==> config.mk <==
export PLATFORM = sky130hd
export DESIGN_NAME = multi_cycle_controller
export DESIGN_NICKNAME = d
export VERILOG_FILES = /design/src/rtl/arm_ctl_pkg.sv /design/src/rtl/cond_logic.sv /design/src/rtl/multi_cycle_controller.sv
export SDC_FILE = /design/constraint.sdc
export NUM_CORES = 1
export LEC_CHECK = 0
export ABC_AREA = 0
export CORE_MARGIN = 1.5
export CORE_UTILIZATION = 35
export CTS_CLUSTER_DIAMETER = 50
export DETAILED_ROUTE_END_ITERATION = 12
export GPL_ROUTABILITY_DRIVEN = 0
export GPL_TIMING_DRIVEN = 1
export PLACE_DENSITY = 0.7
export RECOVER_POWER = 25
export REMOVE_ABC_BUFFERS = 1
export SLEW_MARGIN = 15
export SYNTH_ARGS = -nofsm -noshare
export SYNTH_HDL_FRONTEND = slang
export SYNTH_HIERARCHICAL = 1
export SYNTH_SLANG_ARGS = --single-unit
export TNS_END_PERCENT = 10
==> constraint.sdc <==
create_clock -name clk -period 2.4 [get_ports clk]
set_clock_uncertainty 0.15 [all_clocks]
set_input_delay 0.48 -clock clk [delete_from_list [all_inputs] [get_ports clk]]
set_output_delay 0.48 -clock clk [all_outputs]
set_load 0.01 [all_outputs]
==> src/rtl/arm_ctl_pkg.sv <==
// Shared encodings for the multi-cycle ARM control unit: FSM states, datapath
// select constants, condition and command encodings.
package arm_ctl_pkg;

  typedef enum logic [3:0] {
    StFetch, StDecode, StMemAdr, StMemRd, StMemWb,
    StMemWr, StExecR, StExecI, StAluWb, StBranch
  } state_e;

  localparam logic [1:0] AluAdd = 2'b00;
  localparam logic [1:0] AluSub = 2'b01;
  localparam logic [1:0] AluAnd = 2'b10;
  localparam logic [1:0] AluOrr = 2'b11;

  localparam logic [1:0] ImmSrc8  = 2'b00;
  localparam logic [1:0] ImmSrc12 = 2'b01;
  localparam logic [1:0] ImmSrc24 = 2'b10;

  localparam logic [1:0] ResAluOut    = 2'b00;
  localparam logic [1:0] ResReadData  = 2'b01;
  localparam logic [1:0] ResAluResult = 2'b10;

  localparam logic [1:0] SrcBReg  = 2'b00;
  localparam logic [1:0] SrcBImm  = 2'b01;
  localparam logic [1:0] SrcBFour = 2'b10;

  localparam logic [3:0] CondEq = 4'b0000;
  localparam logic [3:0] CondNe = 4'b0001;
  localparam logic [3:0] CondCs = 4'b0010;
  localparam logic [3:0] CondCc = 4'b0011;
  localparam logic [3:0] CondMi = 4'b0100;
  localparam logic [3:0] CondPl = 4'b0101;
  localparam logic [3:0] CondVs = 4'b0110;
  localparam logic [3:0] CondVc = 4'b0111;
  localparam logic [3:0] CondHi = 4'b1000;
  localparam logic [3:0] CondLs = 4'b1001;
  localparam logic [3:0] CondGe = 4'b1010;
  localparam logic [3:0] CondLt = 4'b1011;
  localparam logic [3:0] CondGt = 4'b1100;
  localparam logic [3:0] CondLe = 4'b1101;
  localparam logic [3:0] CondAl = 4'b1110;

  localparam logic [3:0] CmdAnd = 4'b0000;
  localparam logic [3:0] CmdSub = 4'b0010;
  localparam logic [3:0] CmdAdd = 4'b0100;
  localparam logic [3:0] CmdOrr = 4'b1100;

  typedef struct packed {
    logic       pc_write;
    logic       adr_src;
    logic       mem_write;
    logic       ir_write;
    logic       reg_write;
    logic [1:0] result_src;
    logic       alu_src_a;
    logic [1:0] alu_src_b;
    logic [1:0] alu_ctl;
    logic       pc_src;
  } ctl_t;

  localparam ctl_t CtlFetch = '{
    pc_write:   1'b1,
    adr_src:    1'b0,
    mem_write:  1'b0,
    ir_write:   1'b1,
    reg_write:  1'b0,
    result_src: ResAluResult,
    alu_src_a:  1'b1,
    alu_src_b:  SrcBFour,
    alu_ctl:    AluAdd,
    pc_src:     1'b0
  };

  typedef struct packed {
    logic       ok;
    logic [1:0] ctl;
  } alu_dec_t;

  // Unsupported commands decode as ADD with ok=0 so writeback and flags are suppressed.
  function automatic alu_dec_t alu_decode(input logic [3:0] cmd);
    alu_dec_t d;
    d.ok  = 1'b1;
    d.ctl = AluAdd;
    case (cmd)
      CmdAdd:  d.ctl = AluAdd;
      CmdSub:  d.ctl = AluSub;
      CmdAnd:  d.ctl = AluAnd;
      CmdOrr:  d.ctl = AluOrr;
      default: d.ok  = 1'b0;
    endcase
    return d;
  endfunction

endpackage

==> src/rtl/cond_logic.sv <==
// NZCV flag register with split N/Z and C/V write enables, plus combinational
// evaluation of the instruction condition field against the stored flags.
module cond_logic
  import arm_ctl_pkg::*;
(
  input  logic       clk_i,
  input  logic       rst_i,
  input  logic [3:0] cond_i,
  input  logic [3:0] alu_flags_i,
  input  logic       nz_we_i,
  input  logic       cv_we_i,
  output logic       cond_ex_o
);

  logic [3:0] flags_q, flags_d;
  logic       n, z, c, v;

  assign {n, z, c, v} = flags_q;

  always_comb begin
    flags_d = flags_q;
    if (nz_we_i) flags_d[3:2] = alu_flags_i[3:2];
    if (cv_we_i) flags_d[1:0] = alu_flags_i[1:0];
  end

  always_ff @(posedge clk_i) begin
    if (rst_i) flags_q <= '0;
    else       flags_q <= flags_d;
  end

  always_comb begin
    cond_ex_o = 1'b0;
    unique case (cond_i)
      CondEq:  cond_ex_o = z;
      CondNe:  cond_ex_o = ~z;
      CondCs:  cond_ex_o = c;
      CondCc:  cond_ex_o = ~c;
      CondMi:  cond_ex_o = n;
      CondPl:  cond_ex_o = ~n;
      CondVs:  cond_ex_o = v;
      CondVc:  cond_ex_o = ~v;
      CondHi:  cond_ex_o = c & ~z;
      CondLs:  cond_ex_o = ~c | z;
      CondGe:  cond_ex_o = (n == v);
      CondLt:  cond_ex_o = (n != v);
      CondGt:  cond_ex_o = ~z & (n == v);
      CondLe:  cond_ex_o = z | (n != v);
      CondAl:  cond_ex_o = 1'b1;
      default: cond_ex_o = 1'b0;
    endcase
  end

endmodule

==> src/rtl/multi_cycle_controller.sv <==
// Multi-cycle ARM control unit: instruction decode, 10-state sequencing FSM with
// registered Moore outputs, and the cond_ex latch feeding write strobes.
module multi_cycle_controller
  import arm_ctl_pkg::*;
(
  input  logic        clk,
  input  logic        reset,
  input  logic [19:0] instr,
  input  logic [3:0]  alu_flags,
  output logic        pc_write,
  output logic        adr_src,
  output logic        mem_write,
  output logic        ir_write,
  output logic        reg_write,
  output logic [1:0]  result_src,
  output logic        alu_src_a,
  output logic [1:0]  alu_src_b,
  output logic [1:0]  alu_ctl,
  output logic [1:0]  imm_src,
  output logic        pc_src
);

  logic [3:0] cond, cmd, rd;
  logic [1:0] op;
  logic       i_bit, s_bit, rd_pc, unused_rn;

  assign cond      = instr[19:16];
  assign op        = instr[15:14];
  assign i_bit     = instr[13];
  assign cmd       = instr[12:9];
  assign s_bit     = instr[8];
  assign rd        = instr[3:0];
  assign rd_pc     = (rd == 4'hf);
  assign unused_rn = ^instr[7:4];

  state_e   state_q, state_d;
  ctl_t     ctl_q, ctl_d;
  alu_dec_t dec;
  logic     cond_ex, cond_ex_q, cond_ex_d, flag_we;

  assign dec = alu_decode(cmd);

  // Flags are written by the EXEC cycle itself, gated by the latched condition.
  assign flag_we = (state_q inside {StExecR, StExecI}) & s_bit & cond_ex_q & dec.ok;

  cond_logic u_cond (
    .clk_i       (clk),
    .rst_i       (reset),
    .cond_i      (cond),
    .alu_flags_i (alu_flags),
    .nz_we_i     (flag_we),
    .cv_we_i     (flag_we & ~dec.ctl[1]),
    .cond_ex_o   (cond_ex)
  );

  always_comb begin
    state_d = state_q;
    unique case (state_q)
      StFetch:  state_d = StDecode;
      StDecode: begin
        unique case (op)
          2'b00:   state_d = i_bit ? StExecI : StExecR;
          2'b01:   state_d = StMemAdr;
          2'b10:   state_d = StBranch;
          default: state_d = StFetch;
        endcase
      end
      StMemAdr:         state_d = s_bit ? StMemRd : StMemWr;
      StMemRd:          state_d = StMemWb;
      StExecR, StExecI: state_d = StAluWb;
      default:          state_d = StFetch;
    endcase
  end

  // BRANCH is entered straight from DECODE, so it needs the value being latched now.
  assign cond_ex_d = (state_q == StDecode) ? cond_ex : cond_ex_q;

  always_comb begin
    ctl_d = '0;
    unique case (state_d)
      StFetch:  ctl_d = CtlFetch;
      StDecode: begin
        ctl_d.alu_src_a  = 1'b1;
        ctl_d.alu_src_b  = SrcBFour;
        ctl_d.result_src = ResAluResult;
      end
      StMemAdr: ctl_d.alu_src_b = SrcBImm;
      StMemRd:  ctl_d.adr_src = 1'b1;
      StMemWb:  begin
        ctl_d.result_src = ResReadData;
        ctl_d.reg_write  = cond_ex_d;
        ctl_d.pc_src     = rd_pc;
        ctl_d.pc_write   = cond_ex_d & rd_pc;
      end
      StMemWr:  begin
        ctl_d.adr_src   = 1'b1;
        ctl_d.mem_write = cond_ex_d;
      end
      StExecR:  begin
        ctl_d.alu_src_b = SrcBReg;
        ctl_d.alu_ctl   = dec.ctl;
      end
      StExecI:  begin
        ctl_d.alu_src_b = SrcBImm;
        ctl_d.alu_ctl   = dec.ctl;
      end
      StAluWb:  begin
        ctl_d.result_src = ResAluOut;
        ctl_d.reg_write  = cond_ex_d & dec.ok;
        ctl_d.pc_src     = rd_pc;
        ctl_d.pc_write   = cond_ex_d & dec.ok & rd_pc;
      end
      StBranch: begin
        ctl_d.alu_src_b  = SrcBImm;
        ctl_d.result_src = ResAluResult;
        ctl_d.pc_write   = cond_ex_d;
      end
      default:  ctl_d = '0;
    endcase
  end

  always_ff @(posedge clk) begin
    if (reset) begin
      state_q   <= StFetch;
      cond_ex_q <= 1'b0;
      ctl_q     <= CtlFetch;
    end else begin
      state_q   <= state_d;
      cond_ex_q <= cond_ex_d;
      ctl_q     <= ctl_d;
    end
  end

  always_comb begin
    imm_src = ImmSrc8;
    unique case (op)
      2'b01:   imm_src = ImmSrc12;
      2'b10:   imm_src = ImmSrc24;
      default: imm_src = ImmSrc8;
    endcase
  end

  assign pc_write   = ctl_q.pc_write;
  assign adr_src    = ctl_q.adr_src;
  assign mem_write  = ctl_q.mem_write;
  assign ir_write   = ctl_q.ir_write;
  assign reg_write  = ctl_q.reg_write;
  assign result_src = ctl_q.result_src;
  assign alu_src_a  = ctl_q.alu_src_a;
  assign alu_src_b  = ctl_q.alu_src_b;
  assign alu_ctl    = ctl_q.alu_ctl;
  assign pc_src     = ctl_q.pc_src;

endmodule
==> results by group, run 1 <==
Run status
  • Run status: completed

Logic synthesis
  • Syn Std Cell Area: 0.00109 sq mm
  • Cell types occupying the most area after synthesis: sky130_fd_sc_hd__dfxtp_1 41%, sky130_fd_sc_hd__nor2_1 5.2%, sky130_fd_sc_hd__mux2i_1 4.6%
  • Synth Area per Inst: 8.84 sq um
  • Most common cell in the synthesized netlist: sky130_fd_sc_hd__dfxtp_1
  • Number of synthesized flops with an enable pin: 0
  • Synth top area share: 40.5%
  • Synth warn: 6
  • Gate count of the mapped netlist: 123
  • Share of flip-flops with an asynchronous set or reset: 0%
  • Most common library cells after synthesis: 22 x sky130_fd_sc_hd__dfxtp_1, 15 x sky130_fd_sc_hd__nor2_1, 9 x sky130_fd_sc_hd__nand2_1
  • Part of the Yosys area used for sequential elements: 40.5%
  • Predominant post-synthesis flop cell: sky130_fd_sc_hd__dfxtp_1
  • Number of storage elements in the synthesis netlist: 22
  • Cell accounting for the most synthesized area: sky130_fd_sc_hd__dfxtp_1
  • Synth cell types: 41

Worst setup path
  • Worst setup path category: in2out
  • Critical Path Source Type: primary input
  • CP max FO: 3
  • Cells traversed along the worst timing path: clkdlybuf4s50_1 > nor2b_1 > clkdlybuf4s50_1
  • Slowest stage cell, crit path: sky130_fd_sc_hd__clkdlybuf4s50_1
  • Delay of the slowest cell on the worst path: 0.55 ns
  • Worst path arrival time: 1.66 ns
  • Required @ worst endpoint: 1.77 ns
  • Most prevalent standard cell on the critical path: sky130_fd_sc_hd__clkdlybuf4s50_1
  • Capturing element type of the critical path: output pin

Floorplan
  • Core outline area: 0.00300 sq mm
  • I/O pin count: 41
  • Starting Density: 36.2%
  • Die span in y: 58.7 microns
  • Site row count: 20
  • Die width: 58.7 microns
  • Full die area: 0.00345 sq mm

Global routing
  • Pin count of the biggest net entering global routing: 12
  • Total Routing Usage GR: 15.7%
  • Vias in the first global route: 971
  • First-pass GRT wire length: 4150 microns
  • Remaining global-route overflow: 0
  • Antenna violations before repair: 0

Worst hold path
  • Class of the worst hold path: reg2reg

Clocking
  • Clock transition time at the flip-flop clock pins of the worst setup and hold paths: 0.12 ns
  • Clock tree buffer depth: 2
  • Number of clock sinks: 22
  • H-tree depth reported by CTS: 1
  • Worst-Skew Late Latency: 0.31 ns
  • CTS tree: built
  • Clk Tree Root Cell: sky130_fd_sc_hd__clkbuf_4
  • Hold_buf cts: 0
  • TritonCTS buffer count: 3

STA
  • Fin crit period: 2.29 ns
  • Hold Violations, Final: 0
  • Total setup violations reported at the end of the flow: 0
  • Total negative slack: 0 ns
  • Post-route clock period utilization: 95.5%
  • Final worst-path setup slack: 0.109 ns
  • Slew headroom: 52.0%
  • Pin slew with the least headroom to its limit: 0.710 ns
  • Setup repair after global routing missed its margin: no
  • Maximum achievable frequency: 0.436 GHz
  • Final-layout worst hold slack: 0.390 ns
  • Final number of max-transition violations: 0

Finish
  • Layout overhead on the synthesized area: 43.6%
  • Total inserted antenna cells: 0
  • Fraction of layout cells with a size suffix above 1: 11.2%
  • Number of nets in the final layout: 197
  • Layout Utilization: 52.0%

Placed design
  • Setup Slack @ Placement: -0.328 ns
  • Quantity of I/O buffers inserted on ports: 36
  • Detailed-placement wirelength estimate: 2040 microns

Routing
  • Total wirelength of the detailed-routed design: 2610 microns
  • Residual DRC: 0
  • Overall via count from detail_route: 1074
  • DR pass1 iterations: 4
  • Number of vias per cell: 5.32
  • Average detailed-routed wire length per instance: 12.9 microns
  • DRT antenna net count: 0
  • Iteration-0 DRC count of the detailed router: 22

Power
  • VDD IR max: 0.193 mV
  • Power Density: 474 mW/mm^2
  • Leakage power of the design: 0.622 nW
  • Post-layout power: 0.740 mW

Run
  • Number of max-capacitance violations reported: 0
final cells by class:
| type | count | area, sq um |
|---|---|---|
| fillers | 298 | 1440 |
| multi-input cells | 93 | 604 |
| flip-flops and latches | 22 | 440 |
| repair buffers | 46 | 434 |
| well taps | 33 | 41.3 |
| clock buffers | 3 | 22.5 |
| inverters | 5 | 18.8 |
final timing paths:
| kind | from | end | slack, ns | cells past startpoint |
|---|---|---|---|---|
| hold reg to reg | cond_ex_q$_SDFF_PP0_ | cond_ex_q$_SDFF_PP0_ | 0.39 | 2 |
| setup / recovery | instr[14] | imm_src[0] | 0.11 | 3 |
| hold / removal | cond_ex_q$_SDFF_PP0_ | cond_ex_q$_SDFF_PP0_ | 0.39 | 2 |
| setup reg to reg | u_cond/flags_q[0]$_SDFFE_PP0P_ | reg_write$_SDFF_PP0_ | 0.30 | 8 |
cells by family (layout without fill, tap and decap cells):
group                     after synthesis  after routing  synth area share (%)
DFF                                    22             22                  40.5
and+or+nand+nor                        58             58                  31.2
AOI/OAI and AO/OA                      26             26                  16.6
buffers and inverters                   8             54                  3.68
xor gates and xnor gates                3              3                  2.42
muxes                                   6              6                  5.64
registers in the layout, indices dropped and copies added, names as in the netlist, 2 cells and up:
signal,cells
alu_ctl,2
state_q,4
result_src,2
alu_src_b,2
u_cond/flags_q,4
power by group:
part	internal [mW]	leakage, nW	switching (mW)
combinational	0.0953	0.429	0.0780
sequential	0.384	0.179	0.0136
clock	0.0587	0.0138	0.110
layer usage:
| metal | GRT usage [%] | wire, microns | vias to the layer above |
|---|---|---|---|
| met5 | 0 | 0 | - |
| met4 | 7.79 | 47 | 0 |
| met3 | 2.64 | 113 | 5 |
| met2 | 24.3 | 1220 | 27 |
| met1 | 21.1 | 1230 | 500 |
| li1 | - | - | 542 |
critical path: cells and delay by family:
kind,cells,cell delay (ns)
buf+inv,2,1.05
simple gates,1,0.14
timing repair:
item / in CTS / in global routing
setup endpoints to repair: 2 / 4
resized for setup: 2 / 4
hold endpoints to repair: 0 / 0
gates cloned: 0 / 0
setup buffers: 0 / 0
through the flow:
step | cells | instance area (sq um)
3_5_place_dp | 199 | 1540
4_1_cts | 202 | 1570
2_1_floorplan | 120 | 1070
3_3_place_gp | 199 | 1540
5_1_grt | 202 | 1560
6_report | 202 | 1560
cells in the final DEF, fill, tap and decap left out, types with 2 or more instances in the layout:
| cell type | netlist | layout |
|---|---|---|
| sky130_fd_sc_hd__nor2b_1 | 4 | 4 |
| sky130_fd_sc_hd__nand2_1 | 9 | 9 |
| sky130_fd_sc_hd__nor3_1 | 3 | 4 |
| sky130_fd_sc_hd__mux2i_1 | 5 | 5 |
| sky130_fd_sc_hd__dfxtp_1 | 22 | 22 |
| sky130_fd_sc_hd__nand2b_1 | 2 | 2 |
| sky130_fd_sc_hd__and3b_1 | 2 | 2 |
| sky130_fd_sc_hd__nor4_1 | 2 | 2 |
| sky130_fd_sc_hd__inv_1 | 5 | 5 |
| sky130_fd_sc_hd__clkdlybuf4s50_1 | 0 | 30 |
| sky130_fd_sc_hd__and3_1 | 5 | 5 |
| sky130_fd_sc_hd__buf_4 | 0 | 8 |
| sky130_fd_sc_hd__o211ai_1 | 2 | 2 |
| sky130_fd_sc_hd__nand3_1 | 3 | 3 |
| sky130_fd_sc_hd__a31oi_1 | 2 | 2 |
| sky130_fd_sc_hd__o21bai_1 | 2 | 2 |
| sky130_fd_sc_hd__dlymetal6s2s_1 | 0 | 3 |
| sky130_fd_sc_hd__clkbuf_4 | 0 | 3 |
| sky130_fd_sc_hd__clkbuf_1 | 0 | 2 |
| sky130_fd_sc_hd__o21ai_0 | 4 | 4 |
| sky130_fd_sc_hd__nor2_1 | 15 | 15 |
| sky130_fd_sc_hd__a21oi_1 | 6 | 6 |
| sky130_fd_sc_hd__dlygate4sd3_1 | 0 | 2 |
| sky130_fd_sc_hd__xnor2_1 | 2 | 2 |
| sky130_fd_sc_hd__a22oi_1 | 2 | 2 |
(Power assumes the default switching activity.)
==> inputs of run 2 (changes only) <==
--- a/config.mk
+++ b/config.mk
@@ -6,13 +6,16 @@
 export NUM_CORES = 1
 export LEC_CHECK = 0
 export ABC_AREA = 0
+export CAP_MARGIN = 20
+export CELL_PAD_IN_SITES_DETAIL_PLACEMENT = 1
+export CELL_PAD_IN_SITES_GLOBAL_PLACEMENT = 1
 export CORE_MARGIN = 1.5
-export CORE_UTILIZATION = 35
+export CORE_UTILIZATION = 31
 export CTS_CLUSTER_DIAMETER = 50
 export DETAILED_ROUTE_END_ITERATION = 12
 export GPL_ROUTABILITY_DRIVEN = 0
 export GPL_TIMING_DRIVEN = 1
-export PLACE_DENSITY = 0.7
+export PLACE_DENSITY_LB_ADDON = 0.1
 export RECOVER_POWER = 25
 export REMOVE_ABC_BUFFERS = 1
 export SLEW_MARGIN = 15
==> run 2 against run 1 <==
  * Global-route usage fell by 0.40 points
  * Total power rose by 5.1%
  * Utilization fell by 4.5 points
  * Combinational power rose by 3%
  * Wire length rose by 9.7%
  * Register-to-register slack barely moved
  * Critical path type unchanged
  * Highest routed layer unchanged
==> results by group, run 2 (synthesis results as in run 1) <==
Run status
  • Run status: completed

Routing
  • Met2 wire length: 1350 microns
  • Met3 routed WL: 164 microns
  • Number of vias per cell: 4.98
  • Total wirelength of the detailed-routed design: 2870 microns
  • DRT antenna net count: 0
  • Average detailed-routed wire length per instance: 13.3 microns
  • DR pass1 iterations: 4
  • Met1 wire length: 1340 microns
  • Top metal layer carrying routed signals: met4
  • Residual DRC: 0
  • Overall via count from detail_route: 1076
  • Iteration-0 DRC count of the detailed router: 35

Worst setup path
  • Worst path arrival time: 1.73 ns
  • Buffers and inverters on the worst path: 2
  • Critical Path Source Type: primary input
  • Setup slack on the worst flop-to-flop path: 0.30 ns
  • Most prevalent standard cell on the critical path: sky130_fd_sc_hd__clkdlybuf4s50_1
  • Capturing element type of the critical path: output pin
  • Crit Reg-Reg Startpoint: u_cond/flags_q[0]$_SDFFE_PP0P_
  • Kind of cell adding the most delay to the critical path: buffers and inverters
  • Cells on worst reg2reg path: 8
  • Capture instance of the worst register-to-register path: mem_write$_SDFF_PP0_
  • CP max FO: 3
  • Required @ worst endpoint: 1.77 ns
  • Delay of the slowest cell on the worst path: 0.56 ns
  • Cells traversed along the worst timing path: clkdlybuf4s50_1 > nor2b_1 > clkdlybuf4s50_1
  • Worst setup path category: in2out
  • Slowest stage cell, crit path: sky130_fd_sc_hd__clkdlybuf4s50_1

Clocking
  • CTS tree: built
  • Clock tree buffer depth: 2
  • Clk Tree Root Cell: sky130_fd_sc_hd__clkbuf_4
  • TritonCTS buffer count: 3
  • Number of buffers added for setup after CTS: 0
  • Clock transition time at the flip-flop clock pins of the worst setup and hold paths: 0.12 ns
  • Worst-Skew Late Latency: 0.30 ns
  • H-tree depth reported by CTS: 1
  • Number of clock sinks: 22
  • Hold_buf cts: 0
  • Post_cts resized: 0

Floorplan
  • I/O pin count: 41
  • Starting Density: 32.3%
  • Die width: 62.2 microns
  • Site row count: 21
  • Core outline area: 0.00336 sq mm
  • Full die area: 0.00387 sq mm
  • Die span in y: 62.2 microns

Finish
  • Layout Utilization: 47.5%
  • Post-route design area: 0.00160 sq mm
  • Most frequent cells in the layout: 33 x sky130_fd_sc_hd__clkdlybuf4s50_1, 22 x sky130_fd_sc_hd__dfxtp_1, 15 x sky130_fd_sc_hd__nor2_1, 9 x sky130_fd_sc_hd__nand2_1, 9 x sky130_fd_sc_hd__buf_4
  • Total inserted antenna cells: 0
  • Layout overhead on the synthesized area: 47.1%
  • Most common cell after layout, fill and taps aside: sky130_fd_sc_hd__clkdlybuf4s50_1
  • Number of non-filler instances in the completed layout: 216
  • Fraction of layout cells with a size suffix above 1: 12.9%
  • Filler cell count in the final layout: 422
  • Largest registers in the final layout: state_q x4, u_cond/flags_q x4
  • Number of nets in the final layout: 197

Placed design
  • Quantity of I/O buffers inserted on ports: 36
  • Detailed-placement wirelength estimate: 2340 microns
  • Area after detailed placement: 0.00156 sq mm
  • Placed Cells: 212

STA
  • Maximum achievable frequency: 0.424 GHz
  • Final number of max-transition violations: 0
  • Slew headroom: 71.5%
  • Post-route clock period utilization: 98.3%
  • Fin crit period: 2.36 ns
  • Total negative slack: 0 ns
  • Total setup violations reported at the end of the flow: 0
  • Final-layout worst hold slack: 0.362 ns
  • Pin slew with the least headroom to its limit: 0.427 ns
  • Hold Violations, Final: 0

Global routing
  • Vias in the first global route: 1085
  • Total Routing Usage GR: 15.3%
  • Antenna violations before repair: 0
  • Remaining global-route overflow: 0
  • Pin count of the biggest net entering global routing: 13
  • First-pass GRT wire length: 4780 microns

Run
  • Number of max-capacitance violations reported: 0

Worst hold path
  • Hold Crit Endpoint: cond_ex_q$_SDFF_PP0_
  • Class of the worst hold path: reg2reg
  • Min-Delay Path Depth: 2
  • Worst hold start: cond_ex_q$_SDFF_PP0_

Power
  • Leakage power of the design: 0.615 nW
  • VDD IR max: 0.261 mV
  • Power Density: 486 mW/mm^2
## run 2: area by class of cell
class	instances	area (sq um)	share of cell area (%)
Inverter	5	18.8	1.17
Tap cell	46	57.6	3.60
Timing Repair Buffer	46	437	27.3
Clock buffer	4	36.3	2.27
Multi-Input combinational cell	93	609	38.1
Sequential cell	22	440	27.5
## run 2: how the worst max path moves through the flow
stage                     cells after the start  slack [ns]              endpoint       from
after floorplan                               8        0.53  mem_write$_SDFF_PP0_  instr[18]
after global placement                        9       -0.24  reg_write$_SDFF_PP0_  instr[18]
after detailed placement                      9       -0.27  reg_write$_SDFF_PP0_  instr[18]
after CTS                                     3        0.03            imm_src[1]  instr[15]
after global routing                          9      -0.005  reg_write$_SDFF_PP0_  instr[17]
final                                         3        0.04            imm_src[1]  instr[15]
## run 2: worst register-to-register path: stages (launching register included)
cell,delay [ns]
sky130_fd_sc_hd__dfxtp_1,0.50
sky130_fd_sc_hd__and4b_2,0.29
sky130_fd_sc_hd__o21ai_0,0.09
sky130_fd_sc_hd__o211ai_1,0.14
sky130_fd_sc_hd__mux2i_1,0.10
sky130_fd_sc_hd__o31ai_1,0.30
sky130_fd_sc_hd__nand2_1,0.12
sky130_fd_sc_hd__a21oi_2,0.18
sky130_fd_sc_hd__and3_1,0.17
## run 2: report_power, final
part / switching [mW] / total [mW] / internal [mW]
combinational: 0.0803 / 0.178 / 0.0976
sequential: 0.0144 / 0.398 / 0.383
clock: 0.109 / 0.201 / 0.0926
total: 0.203 / 0.777 / 0.574
## run 2: routing by layer
metal / up-vias / track usage (%)
li1: 542 / -
met1: 503 / 19.3
met4: 0 / 2.50
met2: 29 / 26.0
met5: - / 0
met3: 2 / 5.07
## run 2: metrics by stage
step                setup slack (ns)  power, mW
floorplan                      0.535      0.478
global placement              -0.238      0.581
global route                -0.00470      0.824
finish                        0.0400      0.777
detailed placement            -0.274      0.585
CTS                           0.0287      0.792
==> inputs of run 3 (changes only) <==
--- a/config.mk
+++ b/config.mk
@@ -21,6 +21,5 @@
 export SLEW_MARGIN = 15
 export SYNTH_ARGS = -nofsm -noshare
 export SYNTH_HDL_FRONTEND = slang
-export SYNTH_HIERARCHICAL = 1
 export SYNTH_SLANG_ARGS = --single-unit
 export TNS_END_PERCENT = 10
==> constraint.sdc (replaced) <==
create_clock -name clk -period 2.4 [get_ports clk]
set_clock_uncertainty 0.15 [all_clocks]
set_input_delay 0.24 -clock clk [delete_from_list [all_inputs] [get_ports clk]]
set_output_delay 0.24 -clock clk [all_outputs]
set_load 0.01 [all_outputs]
==> run 3 against run 2 <==
  * Die area up 3.2%
  * Flip-flop and latch count unchanged
  * Critical path type unchanged
  * Clock power about the same
  * Area after synthesis up 3.3%
==> results by group, run 3 <==
Floorplan
  • I/O pin count: 41
  • Die span in y: 63.2 microns
  • Full die area: 0.00399 sq mm
  • Starting Density: 32.9%
  • Core outline area: 0.00342 sq mm
  • Site row count: 21
  • Die width: 63.2 microns

Power
  • Part of the total power dissipated in sequential elements: 51.6%
  • VDD IR max: 0.223 mV
  • Net Sw Frac: 25.8%
  • Comb power frac: 22.5%
  • Portion of total power attributed to the clock network: 25.9%
  • Power Density: 493 mW/mm^2
  • Leakage power of the design: 0.612 nW
  • Net Switching: 0.199 mW
  • Internal power contribution: 0.571 mW

Worst setup path
  • Worst path arrival time: 1.59 ns
  • Capturing element type of the critical path: output pin
  • CP max FO: 5
  • Delay of the slowest cell on the worst path: 0.60 ns
  • Crit Reg-Reg Startpoint: state_q[0]$_SDFF_PP0_
  • Capture instance of the worst register-to-register path: alu_ctl[0]$_SDFF_PP0_
  • Setup slack on the worst flop-to-flop path: 0.44 ns
  • Slowest stage cell, crit path: sky130_fd_sc_hd__dlygate4sd3_1
  • Cells on worst reg2reg path: 4
  • Worst setup path category: in2out
  • Required @ worst endpoint: 2.01 ns
  • Critical Path Source Type: primary input
  • Cells traversed along the worst timing path: dlygate4sd3_1 > nand2b_1 > inv_1 > clkdlybuf4s50_1

Routing
  • Residual DRC: 0
  • Total wirelength of the detailed-routed design: 2940 microns
  • Iteration-0 DRC count of the detailed router: 30
  • Number of vias per cell: 4.99
  • DRT antenna net count: 0
  • Overall via count from detail_route: 1068
  • Average detailed-routed wire length per instance: 13.7 microns
  • DR pass1 iterations: 4

Logic synthesis
  • Most common library cells after synthesis: 22 x sky130_fd_sc_hd__dfxtp_1, 16 x sky130_fd_sc_hd__nor2_1, 7 x sky130_fd_sc_hd__inv_1
  • Part of the Yosys area used for sequential elements: 39.2%
  • Predominant post-synthesis flop cell: sky130_fd_sc_hd__dfxtp_1
  • Number of synthesized flops with an enable pin: 0
  • Most common cell in the synthesized netlist: sky130_fd_sc_hd__dfxtp_1
  • Gate count of the mapped netlist: 131
  • Cell accounting for the most synthesized area: sky130_fd_sc_hd__dfxtp_1
  • Number of storage elements in the synthesis netlist: 22
  • Share of flip-flops with an asynchronous set or reset: 0%
  • Synth warn: 0
  • Synth top area share: 39.2%
  • Synth cell types: 47
  • Cell types occupying the most area after synthesis: sky130_fd_sc_hd__dfxtp_1 39%, sky130_fd_sc_hd__nor2_1 5.3%, sky130_fd_sc_hd__mux2i_1 4.5%
  • Synth Area per Inst: 8.58 sq um
  • Syn Std Cell Area: 0.00112 sq mm

Worst hold path
  • Min-Delay Path Depth: 2
  • Hold Crit Endpoint: cond_ex_q$_SDFF_PP0_
  • Worst hold start: cond_ex_q$_SDFF_PP0_
  • Class of the worst hold path: reg2reg

Finish
  • Fraction of layout cells with a size suffix above 1: 8.33%
  • Most frequent cells in the layout: 33 x sky130_fd_sc_hd__clkdlybuf4s50_1, 22 x sky130_fd_sc_hd__dfxtp_1, 16 x sky130_fd_sc_hd__nor2_1, 7 x sky130_fd_sc_hd__inv_1, 6 x sky130_fd_sc_hd__nand2_1
  • Number of non-filler instances in the completed layout: 214
  • Post-route design area: 0.00156 sq mm
  • Total inserted antenna cells: 0
  • Filler cell count in the final layout: 431
  • Most common cell after layout, fill and taps aside: sky130_fd_sc_hd__clkdlybuf4s50_1
  • Number of nets in the final layout: 195
  • Largest registers in the final layout: state_q x4, u_cond.flags_q x4
  • Layout overhead on the synthesized area: 39.0%

Placed design
  • Area after detailed placement: 0.00153 sq mm
  • Setup Slack @ Placement: 0.225 ns
  • Quantity of I/O buffers inserted on ports: 36
  • Detailed-placement wirelength estimate: 2420 microns
  • Placed Cells: 210

Clocking
  • Number of buffers added for setup after CTS: 0
  • TritonCTS buffer count: 3
  • Hold_buf cts: 0
  • Worst-Skew Late Latency: 0.30 ns
  • H-tree depth reported by CTS: 1
  • Clock transition time at the flip-flop clock pins of the worst setup and hold paths: 0.12 ns
  • Clk Tree Root Cell: sky130_fd_sc_hd__clkbuf_4
  • CTS tree: built
  • Number of clock sinks: 22
  • Post_cts resized: 0
  • Clock tree buffer depth: 2

STA
  • Setup repair after global routing missed its margin: no
  • Maximum achievable frequency: 0.505 GHz
  • Total setup violations reported at the end of the flow: 0
  • Final worst-path setup slack: 0.420 ns
  • Slew headroom: 69.3%
  • Pin slew with the least headroom to its limit: 0.456 ns
  • Post-route clock period utilization: 82.5%
  • Fin crit period: 1.98 ns
  • Final number of max-transition violations: 0
  • Hold Violations, Final: 0
  • Total negative slack: 0 ns

Global routing
  • Antenna violations before repair: 0
  • Total Routing Usage GR: 15.2%
  • Pin count of the biggest net entering global routing: 13
  • Vias in the first global route: 1083
  • Remaining global-route overflow: 0
  • First-pass GRT wire length: 4880 microns

Run
  • Number of max-capacitance violations reported: 0

Run status
  • Run status: completed
==> run 3: cell types whose count changed after synthesis, moves of 2 or more <==
cell and delta:
sky130_fd_sc_hd__or3_1 +2, sky130_fd_sc_hd__nand2_1 -3, sky130_fd_sc_hd__nor4b_2 -2, sky130_fd_sc_hd__nand3_1 -2, sky130_fd_sc_hd__a22oi_1 -2, sky130_fd_sc_hd__inv_1 +2, sky130_fd_sc_hd__clkbuf_1 +3, sky130_fd_sc_hd__and3_1 -5
sky130_fd_sc_hd__nand2b_1 +3, sky130_fd_sc_hd__nor3b_1 +2, sky130_fd_sc_hd__xnor2_1 -2, sky130_fd_sc_hd__a21oi_1 -3
==> run 3: cells by family (layout without fill, tap and decap cells) <==
logic type	Yosys count	in the layout	synth area share (%)
and+or+nand+nor	62	62	32.3
muxes	5	5	4.45
DFF	22	22	39.2
AOI/OAI and AO/OA	29	29	18.5
xor gates and xnor gates	1	1	0.780
buffers and inverters	12	49	4.79
==> run 3: how the worst max path moves through the flow <==
stage                               start                    end  slack, ns
CTS                 state_q[1]$_SDFF_PP0_  alu_ctl[0]$_SDFF_PP0_       0.42
detailed placement              instr[14]    pc_write$_SDFF_PP1_       0.22
finish                          instr[15]             imm_src[1]       0.42
floorplan           state_q[1]$_SDFF_PP0_  alu_ctl[0]$_SDFF_PP0_       0.49
global route        state_q[0]$_SDFF_PP0_    pc_write$_SDFF_PP1_       0.30
global placement                instr[14]    pc_write$_SDFF_PP1_       0.26
==> run 3: critical path: cells and delay by family <==
| family | cells | cell delay (ns) |
|---|---|---|
| buffers and inverters | 3 | 1.21 |
| and+or+nand+nor | 1 | 0.14 |
==> run 3: layout make-up <==
cell class                 count  area [sq um]  area share [%]
sequential                    22           440            28.2
timing repair buffer          38           375            24.0
multi-input combinational     97           626            40.1
inverter                       7          26.3            1.68
clock buffer                   4          36.3            2.32
tap                           46          57.6            3.69
==> run 3: routing by layer <==
layer  vias to the layer above  GRT usage [%]  part of all wire (%)
met5                         -              0                     0
met2                        13           27.8                    53
met1                       508           18.5                    45
met4                         0           4.89                  0.92
li1                        543              -                     -
met3                         4           1.79                   1.6
==> run 3: power groups by stage <==
stage                     clock, mW  combinational, mW  sequential, mW
after CTS                     0.208              0.178           0.398
final                         0.200              0.173           0.397
after global placement            0              0.172           0.405
after detailed placement          0              0.176           0.406
after global routing          0.223              0.189           0.400
after floorplan                   0             0.0732           0.408
==> run 3: per-stage QoR <==
| step | total power, mW | hold WS, ns | utilization (%) |
|---|---|---|---|
| 2_1_floorplan | 0.481 | 0.160 | - |
| 3_3_place_gp | 0.576 | 0.340 | 44.8 |
| 3_5_place_dp | 0.582 | 0.358 | 44.8 |
| 4_1_cts | 0.783 | 0.379 | 45.8 |
| 5_1_grt | 0.811 | 0.394 | 45.7 |
| 6_report | 0.770 | 0.373 | 45.7 |
